--- src/rtl/cpu_run_controller.sv ---
// Run-control unit for the single-cycle MIPS datapath: turns debounced push-buttons
// into single-cycle instruction and memory enables, with slow/fast run and a PC breakpoint.

module RunKeyConditioner #(
   parameter int DEBOUNCE = 500000
) (
   input  logic iCLK,
   input  logic iRST,
   input  logic iKey,
   output logic oPress
);

   localparam int DW = (DEBOUNCE > 1) ? $clog2(DEBOUNCE) : 1;
   localparam logic [DW-1:0] DB_TC = DW'(DEBOUNCE - 1);

   logic          sync1_q, sync2_q;
   logic          level_q, level_d;
   logic          press_q, press_d;
   logic [DW-1:0] dbCnt_q, dbCnt_d;

   // The accepted level only moves after DEBOUNCE consecutive disagreeing samples;
   // a press is flagged on the cycle the level rises.
   always_comb begin
      dbCnt_d = '0;
      level_d = level_q;
      press_d = 1'b0;
      if (sync2_q != level_q) begin
         if (dbCnt_q == DB_TC) begin
            level_d = sync2_q;
            press_d = sync2_q;
         end else begin
            dbCnt_d = dbCnt_q + 1'b1;
         end
      end
   end

   always_ff @(posedge iCLK) begin
      if (iRST) begin
         sync1_q <= 1'b0;
         sync2_q <= 1'b0;
         level_q <= 1'b0;
         press_q <= 1'b0;
         dbCnt_q <= '0;
      end else begin
         sync1_q <= iKey;
         sync2_q <= sync1_q;
         level_q <= level_d;
         press_q <= press_d;
         dbCnt_q <= dbCnt_d;
      end
   end

   assign oPress = press_q;

endmodule

module cpu_run_controller #(
   parameter int SLOW_DIV = 10000000,
   parameter int FAST_DIV = 31,
   parameter int MEM_DIV  = 5,
   parameter int DEBOUNCE = 500000
) (
   input  logic        iCLK,
   input  logic        iRST,
   input  logic        iKeyStep,
   input  logic        iKeyRun,
   input  logic        iKeySpeed,
   input  logic        iBreakEn,
   input  logic [31:0] iBreakPC,
   input  logic [31:0] iPC,
   output logic        oCPUEn,
   output logic        oMemEn,
   output logic [1:0]  oState,
   output logic        oFast,
   output logic        oBreakHit,
   output logic [31:0] oStepCount
);

   localparam int MAX_DIV = (SLOW_DIV > FAST_DIV) ? SLOW_DIV : FAST_DIV;
   localparam int RW      = $clog2(MAX_DIV);
   localparam int MW      = (MEM_DIV > 1) ? $clog2(MEM_DIV) : 1;
   localparam logic [RW-1:0] SLOW_TC = RW'(SLOW_DIV - 1);
   localparam logic [RW-1:0] FAST_TC = RW'(FAST_DIV - 1);
   localparam logic [MW-1:0] MEM_TC  = MW'(MEM_DIV - 1);

   typedef enum logic [1:0] {
      HALT = 2'b00,
      RUN  = 2'b01,
      BRK  = 2'b10
   } runState_e;

   runState_e     state_q, state_d;
   logic [RW-1:0] rateCnt_q, rateCnt_d;
   logic [MW-1:0] memCnt_q, memCnt_d;
   logic          skip_q, skip_d;
   logic          fast_q, fast_d;
   logic          cpuEn_q, cpuEn_d;
   logic          memEn_q, memEn_d;
   logic          breakHit_q, breakHit_d;
   logic [31:0]   stepCount_q, stepCount_d;
   logic          stepPress, runPress, speedPress;
   logic          issue, rateTc, breakMatch;

   RunKeyConditioner #(.DEBOUNCE(DEBOUNCE)) uStepKey (
      .iCLK(iCLK), .iRST(iRST), .iKey(iKeyStep), .oPress(stepPress)
   );
   RunKeyConditioner #(.DEBOUNCE(DEBOUNCE)) uRunKey (
      .iCLK(iCLK), .iRST(iRST), .iKey(iKeyRun), .oPress(runPress)
   );
   RunKeyConditioner #(.DEBOUNCE(DEBOUNCE)) uSpeedKey (
      .iCLK(iCLK), .iRST(iRST), .iKey(iKeySpeed), .oPress(speedPress)
   );

   assign rateTc     = fast_q ? (rateCnt_q == FAST_TC) : (rateCnt_q == SLOW_TC);
   assign breakMatch = iBreakEn && (iPC == iBreakPC);

   always_ff @(posedge iCLK) begin
      if (iRST) begin
         state_q   <= HALT;
         rateCnt_q <= '0;
         skip_q    <= 1'b0;
         fast_q    <= 1'b0;
      end else begin
         state_q   <= state_d;
         rateCnt_q <= rateCnt_d;
         skip_q    <= skip_d;
         fast_q    <= fast_d;
      end
   end

   // Only run-mode terminal counts consult the breakpoint; the skip flag lets the
   // breakpointed instruction go through once after resuming from BRK.
   always_comb begin
      state_d   = state_q;
      rateCnt_d = '0;
      skip_d    = skip_q;
      fast_d    = speedPress ? ~fast_q : fast_q;
      issue     = 1'b0;
      case (state_q)
         HALT: begin
            if (runPress) begin
               state_d = RUN;
            end else if (stepPress) begin
               issue  = 1'b1;
               skip_d = 1'b0;
            end
         end
         RUN: begin
            if (runPress) begin
               state_d = HALT;
            end else begin
               rateCnt_d = rateTc ? '0 : rateCnt_q + 1'b1;
               if (rateTc) begin
                  if (breakMatch && !skip_q) begin
                     state_d = BRK;
                  end else begin
                     issue  = 1'b1;
                     skip_d = 1'b0;
                  end
               end
            end
         end
         BRK: begin
            if (runPress) begin
               state_d = RUN;
               skip_d  = 1'b1;
            end else if (stepPress) begin
               state_d = HALT;
               issue   = 1'b1;
               skip_d  = 1'b0;
            end
         end
         default: state_d = HALT;
      endcase
      if (speedPress) rateCnt_d = '0;
   end

   always_comb begin
      cpuEn_d     = issue;
      breakHit_d  = (state_d == BRK);
      stepCount_d = issue ? stepCount_q + 32'd1 : stepCount_q;
      memEn_d     = (memCnt_q == MEM_TC);
      memCnt_d    = (memCnt_q == MEM_TC) ? '0 : memCnt_q + 1'b1;
   end

   // Every output comes straight from a flop so the board sees clean single-cycle pulses.
   always_ff @(posedge iCLK) begin
      if (iRST) begin
         cpuEn_q     <= 1'b0;
         memEn_q     <= 1'b0;
         breakHit_q  <= 1'b0;
         stepCount_q <= '0;
         memCnt_q    <= '0;
      end else begin
         cpuEn_q     <= cpuEn_d;
         memEn_q     <= memEn_d;
         breakHit_q  <= breakHit_d;
         stepCount_q <= stepCount_d;
         memCnt_q    <= memCnt_d;
      end
   end

   assign oCPUEn     = cpuEn_q;
   assign oMemEn     = memEn_q;
   assign oState     = state_q;
   assign oFast      = fast_q;
   assign oBreakHit  = breakHit_q;
   assign oStepCount = stepCount_q;

endmodule

--- config.mk ---
export PLATFORM = sky130hd
export DESIGN_NAME = cpu_run_controller
export DESIGN_NICKNAME = d
export VERILOG_FILES = /design/src/rtl/cpu_run_controller.sv
export SDC_FILE = /design/constraint.sdc
export NUM_CORES = 1
export LEC_CHECK = 0
export CORE_UTILIZATION = 45
export DETAILED_ROUTE_END_ITERATION = 7
export PLACE_DENSITY = 0.69
export REMOVE_ABC_BUFFERS = 1
export SYNTH_ARGS = -nofsm -noshare
export SYNTH_HDL_FRONTEND = slang
export SYNTH_SLANG_ARGS = --single-unit
--- constraint.sdc ---
create_clock -name iCLK -period 5.7 [get_ports iCLK]
set_input_delay 1.14 -clock iCLK [delete_from_list [all_inputs] [get_ports iCLK]]
set_output_delay 1.14 -clock iCLK [all_outputs]
set_load 0.03 [all_outputs]
# Word-level counts from Yosys, hierarchy flattened
# Index checks and enable logic that the tools add are counted.
classes:
  n_addsub: 6
  n_eq_ne: 17
  muxes: 21
  bitwise: 8
  reduce_logical: 18
op_table:
  columns: ["op", "n"]
  rows:
  - ["$add 19x1->19 const B", 3]
  - ["$eq 19x19->1 const B", 3]
  - ["$add 32x1->32 const B", 1]
  - ["$eq 32x32->1", 1]
  - ["$add 24x1->24 const B", 1]
  - ["$eq 24x24->1 const B", 1]
  - ["$eq 24x5->1 const B", 1]
  - ["$reduce_or 3->1", 6]
  - ["$mux 1", 12]
  - ["$mux 2", 6]
  - ["$ne 2x2->1 const B", 4]
  - ["$not 1->1", 8]
  - ["$pmux 2 s3", 1]
  - ["$reduce_and 2->1", 3]
  - ["$reduce_and 5->1", 1]
  - ["$reduce_or 5->1", 1]
  - ["$eq 2x2->1 const B", 2]
  - ["$reduce_or 2->1", 2]
  - ["$add 3x1->3 const B", 1]
  - ["$eq 3x3->1 const B", 1]
  - ["$ne 1x1->1", 3]
  - ["$pmux 1 s3", 1]
  - ["$reduce_bool 3->1", 1]
  - ["$eq 2x1->1 const B", 1]
  - ["4 further kinds", 5]
totals:
  ff_bits: 135
  inputBits: 70
  output_inout_bits: 38
  word_cells: 94

# Depth between registers and ports, before layout
# Gate-level depths: netlist of run 1.
logic_depth:
  depth_word: 8
  depth_mapped: 8

# Modules after synthesis
# A second synthesis of run 1 with hierarchy kept.
hier_totals:
  hier_cells: 800
  hier_area_um2: 7158.1
by_module_without_submodules:
  columns: ["mod", "n_inst", "cells_per_inst", "area_per_inst_um2", "seq_area_each_um2"]
  rows:
  - ["cpu_run_controller", 1, 464, 3930.0, 1321.3]
  - ["RunKeyConditioner", 3, 112, 1076.0, 460.4]

# Worst setup path before layout of run 1
# Ideal clock, no wire load.
synth_timing:
  kind: "input -> register"
  from: "input iBreakPC[29]"
  to: "register stepCount_q[20], in the netlist oStepCount[20]"
  setup_ns: 0.122
  arrival_ns: 2.815
  required_ns: 5.578
  slack_ns: 2.763
  stages: 8
  path_buffers: 1
  cell_sequence: "xnor2_1 -> nand4_1 -> or4b_4 -> o311a_2 -> o2111ai_2 -> buf_6 -> or3_1 -> a21oi_1"
synth_between:
  elab_chain_cells: 7
synth_lines:
  columns: ["element", "line", "source"]
  rows:
  - ["from (decl)", "69", "input logic [31:0] iBreakPC,"]
  - ["$eq 32x32->1", "115", "assign breakMatch = iBreakEn && (iPC == iBreakPC);"]
  - ["$logic_and 1x1->1", "115", null]
  - ["$logic_and 1x1->1", "154", "if (breakMatch && !skip_q) begin"]
  - ["$mux 1", "154", null]
  - ["$mux 1", "153", "if (rateTc) begin"]
  - ["$mux 1", "149", "if (runPress) begin"]
  - ["$pmux 1 s2", "139", "case (state_q)"]
  - ["to (signal assigned)", "198", "stepCount_q <= stepCount_d;"]
  - ["to (decl)", "100", "logic [31:0] stepCount_q, stepCount_d;"]
# No other way between the ends.
# A chain may end at the register's enable or synchronous reset.

# Worst setup path after layout of run 1
layout_timing:
  from: "input iBreakPC[25]"
  to: "register stepCount_q[23], in the netlist oStepCount[23]"
# Same word-level chain as after synthesis.

==> impl_metrics.ini, run 1 <==
[critical_path]
cp-start-kind = primary input
reg2reg_depth = 6
crit_path_end_kind = register
critPathMaxFanout = 11
crit_path_max_incr_delay_ps = 1020
worstPathRequired_ps = 6040
critPathBufInv = 1
r2r_start = oState[0]$_SDFF_PP0_
timing.rr.end = oStepCount[15]$_SDFFE_PP0P_
arrival_ps = 4190
cpMaxStageDelayCell = o311ai_2
r2r_slack_ps = 2500
critPathKind = in2reg
critical_path.cell_chain = clkdlybuf4s50_1 -> xor2_1 -> nor4_1 -> nand4_1 -> o311ai_2 -> a21oi_2 -> a21bo_1 -> a21oi_1
cpLargestDelayFamily = compound AO/OA/AOI/OAI gates

[hold_path]
hold_end = uRunKey.sync2_q$_SDFF_PP0_
whs_path_depth = 1
min_path_type = reg2reg
hold_start = uRunKey.sync1_q$_SDFF_PP0_

[logic_synthesis]
synth_area_per_cell_um2 = 8.818
yosys.area.top_type_share_pct = 41.87
syn_inst = 732
async_flop_share_pct = 0
synth_edf_count = 0
ys_ff_latch = 135
yosysSeqAreaShare_pct = 41.87
ys_top_cells_by_area = dfxtp_1 (42%), xor2_1 (10%), nor2_1 (7.0%)
yosysTopAreaCell = dfxtp_1
synth_area_mm2 = 0.006455
synth_ff_type = dfxtp_1
yosys_warnings = 0
synth.distinct_cells = 60

[die]
die-area_mm2 = 0.01483
top_level_ports = 108
start_util_pct = 46.32
placementRows = 43
fp.dieW_um = 121.8
fp.dieH_um = 121.8
core_area_mm2 = 0.01393

[route]
first_pass_iters = 4
vias = 5516
drc = 0
dr.first_iter.drc_count = 343
wl_per_cell_um = 13.55
routed_wl_um = 13970
viasPerCell = 5.350
drtAntennaViolNets = 0

[cts]
cts_buffer_depth = 2
clk_pin_slew_worst_paths_ps = 50
cts_tree = built
cts_hold_buffers = 0
cts_buffers = 17
clkLatencyLatePin_ps = 420
clockRootBuffer = clkbuf_16
cts_resized = 0
h-tree-depth = 4
post_cts_buffers = 0
cts_sinks = 135

[sta]
layout_min_cycle_time_ps = 3853
setup_viol = 0
hold_viol = 0
tightest_slew_ps = 1167
fin_crit_sh_pct = 67.60
slew_viol_final = 0
hold_slack_ps = 442.8
fin_skew_ps = 8.021
timing.setup.tns_ps = 0
rsz0062_at_grt = false
max_freq_mhz = 259.5
slew_headroom_pct = 22.09

[finish]
n_fill_cell = 1164
layout.nets = 921
syn_to_final_growth_pct = 27.97
regArea_mm2 = 0.002703
diodes = 0
multi_input_area_mm2 = 0.003571
drive_gt1_share_pct = 6.816

[placement]
place_congestion = 0.8253
hpwl_um = 10190
io_buffers = 107

[flow_run]
cap_violations = 0

[global_route]
gr-total-overflow = 0
grt_pass1_wl_um = 22850
grt_usage_pct = 19.10
antenna_found_initial = 0
grt_max_degree = 39
first_global_vias = 5196

[power]
irDropWorstVdd_v = 0.0001939
powerDensity_mw_per_mm2 = 264.3
p_leak_uw = 0.002777

[outcome]
status = completed
-- report_power, final --
group	switching, µW	leakage, µW	internal, µW
sequential	2.66	0.00109	949
clock	382	0.000302	760
combinational	31.8	0.00139	57.8
total	417	0.00278	1770
-- metrics by stage --
stage | cell area [µm²] | instances | util (%) | power, µW | worst slack (ps)
after floorplan | 6341 | 713 | - | 998.3 | 2432
after global placement | 7640 | 1001 | 54.83 | 1059 | 1503
after detailed placement | 7640 | 1001 | 54.83 | 1062 | 1372
after CTS | 8260 | 1031 | 59.28 | 2206 | 1806
after global routing | 8260 | 1031 | 59.28 | 2257 | 1668
final | 8260 | 1031 | 59.28 | 2184 | 1847
-- layout make-up --
type / count / area share [%]
multi-input cells: 560 / 43.23
flip-flops and latches: 135 / 32.72
repair buffers: 108 / 13.00
clock buffers: 22 / 5.741
well taps: 180 / 2.726
clock inverters: 8 / 1.772
inverters: 18 / 0.8179
-- sequential cells by signal (all words and copies together), names as in the netlist, 2 cells and up --
register / count
uSpeedKey.dbCnt_q: 19
memCnt_q: 3
oState: 2
oStepCount: 32
uRunKey.dbCnt_q: 19
uStepKey.dbCnt_q: 19
rateCnt_q: 24
-- worst register-to-register path: stages (launching register included) --
cell and delay [ps]:
dfxtp_1 350, ha_1 260, nor2_1 460, nand4_1 850, a211oi_1 650, or3b_1 390
a21oi_1 160
-- placed cells by master, fill, tap and decap left out, drive strengths merged, types with 5 or more instances in the layout --
master,count
dfxtp,135
nor2,122
clkdlybuf4s50,106
xor2,76
nand2,50
nand3,45
xnor2,40
a21oi,33
and3,26
clkbuf,22
inv,18
nand4,18
o21ai,17
nor4,16
or3,14
ha,11
nor3,11
and4,8
nor2b,7
and2,7
o31ai,6
a2111oi,6
nor4b,5
or4,5
-- cell families (layout without fill, tap and decap cells) --
logic type | count (synthesis) | count (layout) | synth area share, %
AOI/OAI and AO/OA | 81 | 81 | 9.033
xor gates and xnor gates | 116 | 116 | 15.74
adders and majority gates | 11 | 11 | 2.132
buffers and inverters | 37 | 156 | 2.811
DFF | 135 | 135 | 41.87
muxes | 3 | 3 | 0.4652
and+or+nand+nor | 349 | 349 | 27.95
-- metal layers --
layer / up-vias / track usage [%] / wire, µm
met1: 2600 / 22.32 / 6235
li1: 2761 / - / -
met2: 132 / 32.84 / 6645
met4: 0 / 9.259 / 276
met3: 23 / 4.260 / 817
met5: - / 0 / 0
-- cell usage after synthesis, types with 7 or more instances --
cell / number
clkbuf_1: 12
nand3_1: 45
inv_1: 18
nor2b_1: 7
nor2_1: 121
xor2_1: 76
nand4_1: 17
nor3_1: 10
or3_1: 14
ha_1: 11
and3_1: 22
nor4_1: 15
o21ai_0: 16
a21oi_1: 32
xnor2_1: 40
dfxtp_1: 135
nand2_1: 49
-- worst max path at each step --
stage | start | endpoint | slack (ps) | depth (start not counted)
floorplan | iBreakPC[29] | oStepCount[23]$_SDFFE_PP0P_ | 2430 | 7
global placement | iBreakPC[25] | oStepCount[15]$_SDFFE_PP0P_ | 1500 | 8
detailed placement | iBreakPC[25] | oStepCount[23]$_SDFFE_PP0P_ | 1370 | 8
CTS | iBreakPC[25] | oStepCount[23]$_SDFFE_PP0P_ | 1810 | 8
global route | iBreakPC[25] | oStepCount[23]$_SDFFE_PP0P_ | 1670 | 8
finish | iBreakPC[25] | oStepCount[23]$_SDFFE_PP0P_ | 1850 | 8
(Power assumes the default switching activity.)
==> inputs of run 2 (changes only) <==
==> constraint.sdc (replaced) <==
create_clock -name iCLK -period 3.7 [get_ports iCLK]
set_input_delay 0.74 -clock iCLK [delete_from_list [all_inputs] [get_ports iCLK]]
set_output_delay 0.74 -clock iCLK [all_outputs]
set_load 0.03 [all_outputs]
==> impl_metrics.ini, run 2 (synthesis results as in run 1) <==
[cts]
clockRootBuffer = clkbuf_16
cts_hold_buffers = 0
cts_buffers = 17
post_cts_buffers = 0
cts_buffer_depth = 2
clk_pin_slew_worst_paths_ps = 60
cts_resized = 0
h-tree-depth = 4
clkLatencyLatePin_ps = 420
cts_tree = built
cts_sinks = 135

[global_route]
grt_usage_pct = 19.63
grt_pass1_wl_um = 23420
gr-total-overflow = 0
grt_max_degree = 24
first_global_vias = 5234
antenna_found_initial = 0

[critical_path]
r2r_start = rateCnt_q[20]$_SDFF_PP0_
crit_end = oStepCount[16]$_SDFFE_PP0P_
cpLargestDelayFamily = simple AND/OR/NAND/NOR gates
cp-startpoint = iBreakPC[25]
arrival_ps = 3260
critical_path.cell_chain = clkdlybuf4s50_1 -> xor2_1 -> nor4_1 -> nand4_1 -> o311a_2 -> o2111ai_2 -> or3_1 -> a21oi_1
crit_path_max_incr_delay_ps = 490
r2r_slack_ps = 1150
crit_path_end_kind = register
reg2reg_depth = 8
critPathBufInv = 1
worst-path-stages = 8
cp-start-kind = primary input
critPathMaxFanout = 11
worstPathRequired_ps = 4000
critPathKind = in2reg
timing.rr.end = oStepCount[15]$_SDFFE_PP0P_
cpMaxStageDelayCell = o311a_2

[route]
wl_per_cell_um = 13.58
drc = 0
vias = 5449
drtAntennaViolNets = 0
dr.first_iter.drc_count = 399
first_pass_iters = 5
viasPerCell = 5.250
routed_wl_um = 14090

[finish]
largest_reg_flops = 32
layout.nets = 926
drive_gt1_share_pct = 7.692
layout_common_cells = dfxtp_1 (135), nor2_1 (121), clkdlybuf4s50_1 (106)
diodes = 0
syn_to_final_growth_pct = 28.73
final_common_cell = dfxtp_1
instances_no_fill = 1038

[placement]
place_congestion = 0.8656
hpwl_um = 10220
io_buffers = 107
dp.cells = 1006

[power]
fin_total_pwr_uw = 3383
powerDensity_mw_per_mm2 = 407.2
irDropWorstVdd_v = 0.0002841
p_leak_uw = 0.002798

[hold_path]
min_path_type = reg2reg
hold_start = uRunKey.sync1_q$_SDFF_PP0_

[sta]
slew_viol_final = 0
hold_viol = 0
layout_min_cycle_time_ps = 2957
fin_skew_ps = 9.834
setup_viol = 0
tightest_slew_ps = 924.8
fin_crit_sh_pct = 79.93
max_freq_mhz = 338.1
timing.setup.tns_ps = 0
slew_headroom_pct = 37.78
rsz0062_at_grt = false

[die]
die-area_mm2 = 0.01483
core_area_mm2 = 0.01393
start_util_pct = 46.32
fp.dieH_um = 121.8
placementRows = 43
top_level_ports = 108
fp.dieW_um = 121.8

[outcome]
status = completed

[flow_run]
cap_violations = 0
## run 2: stage by stage
step,hold WS (ps),util [%],area (µm²),setup slack [ps]
finish,436.1,59.63,8309,742.6
global route,462.1,59.63,8309,549.3
CTS,440.7,59.63,8309,698.5
detailed placement,427.3,55.10,7677,276.3
global placement,420.1,55.10,7677,325.9
floorplan,413.8,-,6341,832.5
## run 2: cell type report
cell class              count  area, µm²
repair buffers            113       1111
inverters                  18      67.56
flip-flops and latches    135       2703
clock buffers              20      456.7
well taps                 180      225.2
fillers                  1165       5625
clock inverters            12      175.2
multi-input cells         560       3571
## run 2: where the power goes
group	total [µW]	internal, µW	switching (µW)
clock network	1780	1160	619
logic	139	89.8	49.4
registers	1470	1460	4.03
total	3380	2710	672
## run 2: how the worst min path moves through the flow
stage | endpoint | slack, ps | cells past startpoint
5_1_grt | uRunKey.sync2_q$_SDFF_PP0_ | 460 | 1
2_1_floorplan | uRunKey.sync2_q$_SDFF_PP0_ | 410 | 1
4_1_cts | uRunKey.sync2_q$_SDFF_PP0_ | 440 | 1
3_5_place_dp | uRunKey.sync2_q$_SDFF_PP0_ | 430 | 1
6_report | uRunKey.sync2_q$_SDFF_PP0_ | 440 | 1
3_3_place_gp | uRunKey.sync2_q$_SDFF_PP0_ | 420 | 1
## run 2: per-layer routing
layer,global-route usage (%),vias to the layer above,share of wire (%),routed length [µm]
li1,-,2775,-,-
met1,22.81,2524,44,6232
met2,34.00,133,48,6790
met3,5.197,17,6.2,868
met4,7.948,0,1.4,199
met5,0,-,0,0
==> inputs of run 3 (changes only) <==
==> constraint.sdc (replaced) <==
create_clock -name iCLK -period 2.9 [get_ports iCLK]
set_input_delay 0.58 -clock iCLK [delete_from_list [all_inputs] [get_ports iCLK]]
set_output_delay 0.58 -clock iCLK [all_outputs]
set_load 0.03 [all_outputs]
==> impl_metrics.ini, run 3 (synthesis results as in run 1) <==
[critical_path]
cp-start-kind = primary input
arrival_ps = 2900
timing.rr.end = oStepCount[17]$_SDFFE_PP0P_
cpMaxStageDelayCell = o311a_2
critPathBufInv = 3
crit_path_end_kind = register
crit_path_max_incr_delay_ps = 480
worstPathRequired_ps = 3190
r2r_slack_ps = 360
critical_path.cell_chain = clkdlybuf4s50_1 -> xor2_1 -> nor4_1 -> buf_4 -> nand4_1 -> o311a_2 -> o2111ai_2 -> buf_4 -> or3_1 -> a21oi_1
r2r_start = rateCnt_q[9]$_SDFF_PP0_
crit_top_cell = buf_4
cpLargestDelayFamily = buffers and inverters
critPathKind = in2reg
reg2reg_depth = 8
critPathMaxFanout = 11

[finish]
n_fill_cell = 1188
largest_reg_flops = 32
regArea_mm2 = 0.002703
drive_gt1_share_pct = 8.314
diodes = 0
layout_common_cells = dfxtp_1 (135), nor2_1 (121), clkdlybuf4s50_1 (106)
design_area_mm2 = 0.008305
final_common_cell = dfxtp_1
syn_to_final_growth_pct = 28.67
multi_input_area_mm2 = 0.003571
layout.nets = 936

[sta]
setup_ws_ps = 293.6
max_freq_mhz = 383.7
fin_skew_ps = 8.419
fin_crit_sh_pct = 89.88
hold_viol = 0
rsz0062_at_grt = false
slew_headroom_pct = 49.93
tightest_slew_ps = 749.3
setup_viol = 0
layout_min_cycle_time_ps = 2606
slew_viol_final = 0

[global_route]
antenna_found_initial = 0
gr-total-overflow = 0
grt_max_degree = 28
grt_usage_pct = 18.94
grt_pass1_wl_um = 22540
first_global_vias = 4972

[cts]
cts_buffers = 17
h-tree-depth = 4
clk_pin_slew_worst_paths_ps = 50
cts_sinks = 135
cts_tree = built
cts_buffer_depth = 2
cts_hold_buffers = 0
cts_resized = 0
post_cts_buffers = 0
clkLatencyLatePin_ps = 410
clockRootBuffer = clkbuf_16

[route]
drtAntennaViolNets = 0
vias = 5436
viasPerCell = 5.197
wl_per_cell_um = 13.18
routed_wl_um = 13780
first_pass_iters = 4
dr.first_iter.drc_count = 324
drc = 0

[placement]
place_congestion = 0.8419
placed_area_mm2 = 0.007765
io_buffers = 107
pre_cts_ws_ps = -157.2
hpwl_um = 10140

[power]
p_leak_uw = 0.002807
power_frac_seq_pct = 46.7
fin_total_pwr_uw = 4005
p_sw_uw = 815.7
irDropWorstVdd_v = 0.0004215
clockPowerShare_pct = 48.8
p_int_uw = 3189
swShare_pct = 20.37
combPwrFrac_pct = 4.5
powerDensity_mw_per_mm2 = 482.2

[outcome]
status = completed

[die]
start_util_pct = 46.32
fp.dieW_um = 121.8
die-area_mm2 = 0.01483
top_level_ports = 108
core_area_mm2 = 0.01393
fp.dieH_um = 121.8
placementRows = 43

[hold_path]
whs_path_depth = 1
hold_end = uRunKey.sync2_q$_SDFF_PP0_
hold_start = uRunKey.sync1_q$_SDFF_PP0_
min_path_type = reg2reg

[flow_run]
cap_violations = 0
run 3: cell types whose count changed in the layout (fill, tap and decap cells not counted):
cell | before | now
buf_4 | 6 | 15
bufinv_16 | 4 | 1
clkbuf_1 | 1 | 3
buf_12 | 0 | 1
clkinv_4 | 2 | 1
run 3: worst max-delay path by stage:
stage	from	end	slack (ps)	cells after the start
finish	iBreakPC[25]	oStepCount[20]$_SDFFE_PP0P_	290	10
global route	iBreakPC[25]	oStepCount[16]$_SDFFE_PP0P_	130	10
CTS	iBreakPC[25]	oStepCount[20]$_SDFFE_PP0P_	260	10
global placement	iBreakPC[25]	oStepCount[22]$_SDFFE_PP0P_	-130	10
detailed placement	iBreakPC[25]	oStepCount[20]$_SDFFE_PP0P_	-160	10
floorplan	iBreakPC[29]	oStepCount[23]$_SDFFE_PP0P_	190	7
run 3: final cells by class:
| cell class | count | area share (%) |
|---|---|---|
| Multi-Input combinational cell | 560 | 42.99 |
| Clock buffer | 22 | 5.589 |
| Inverter | 18 | 0.8135 |
| Tap cell | 180 | 2.712 |
| Clock inverter | 8 | 0.9190 |
| Timing Repair Buffer | 123 | 14.43 |
| Sequential cell | 135 | 32.54 |
run 3: routing by layer:
metal / track usage [%] / wire [µm] / vias up
met4: 6.481 / 162 / 0
met5: 0 / 0 / -
li1: - / - / 2785
met1: 23.36 / 6239 / 2515
met3: 5.665 / 864 / 11
met2: 31.21 / 6515 / 125
run 3: stage by stage:
| step | hold WS [ps] | TNS, ps | std cells | utilization [%] |
|---|---|---|---|---|
| global route | 459.6 | 0 | 1046 | 59.60 |
| floorplan | 413.8 | 0 | 713 | - |
| finish | 434.8 | 0 | 1046 | 59.60 |
| global placement | 427.0 | -1393 | 1016 | 55.72 |
| detailed placement | 422.6 | -2003 | 1016 | 55.72 |
| CTS | 435.5 | 0 | 1046 | 59.60 |
run 3: worst reg2reg max path: stages, from the launching register on:
cell	delay, ps
dfxtp_1	440
nand4_1	150
nor4_2	360
o2111a_2	270
o311ai_2	110
buf_4	220
a211oi_1	390
or3b_1	400
a21oi_1	140
run 3: power by group through the flow:
stage | combinational [µW] | clock [µW] | sequential [µW]
final | 179 | 1960 | 1870
after global routing | 195 | 2090 | 1870
after CTS | 182 | 2000 | 1870
after detailed placement | 181 | 0 | 1910
after global placement | 175 | 0 | 1910
after floorplan | 53.2 | 0 | 1910
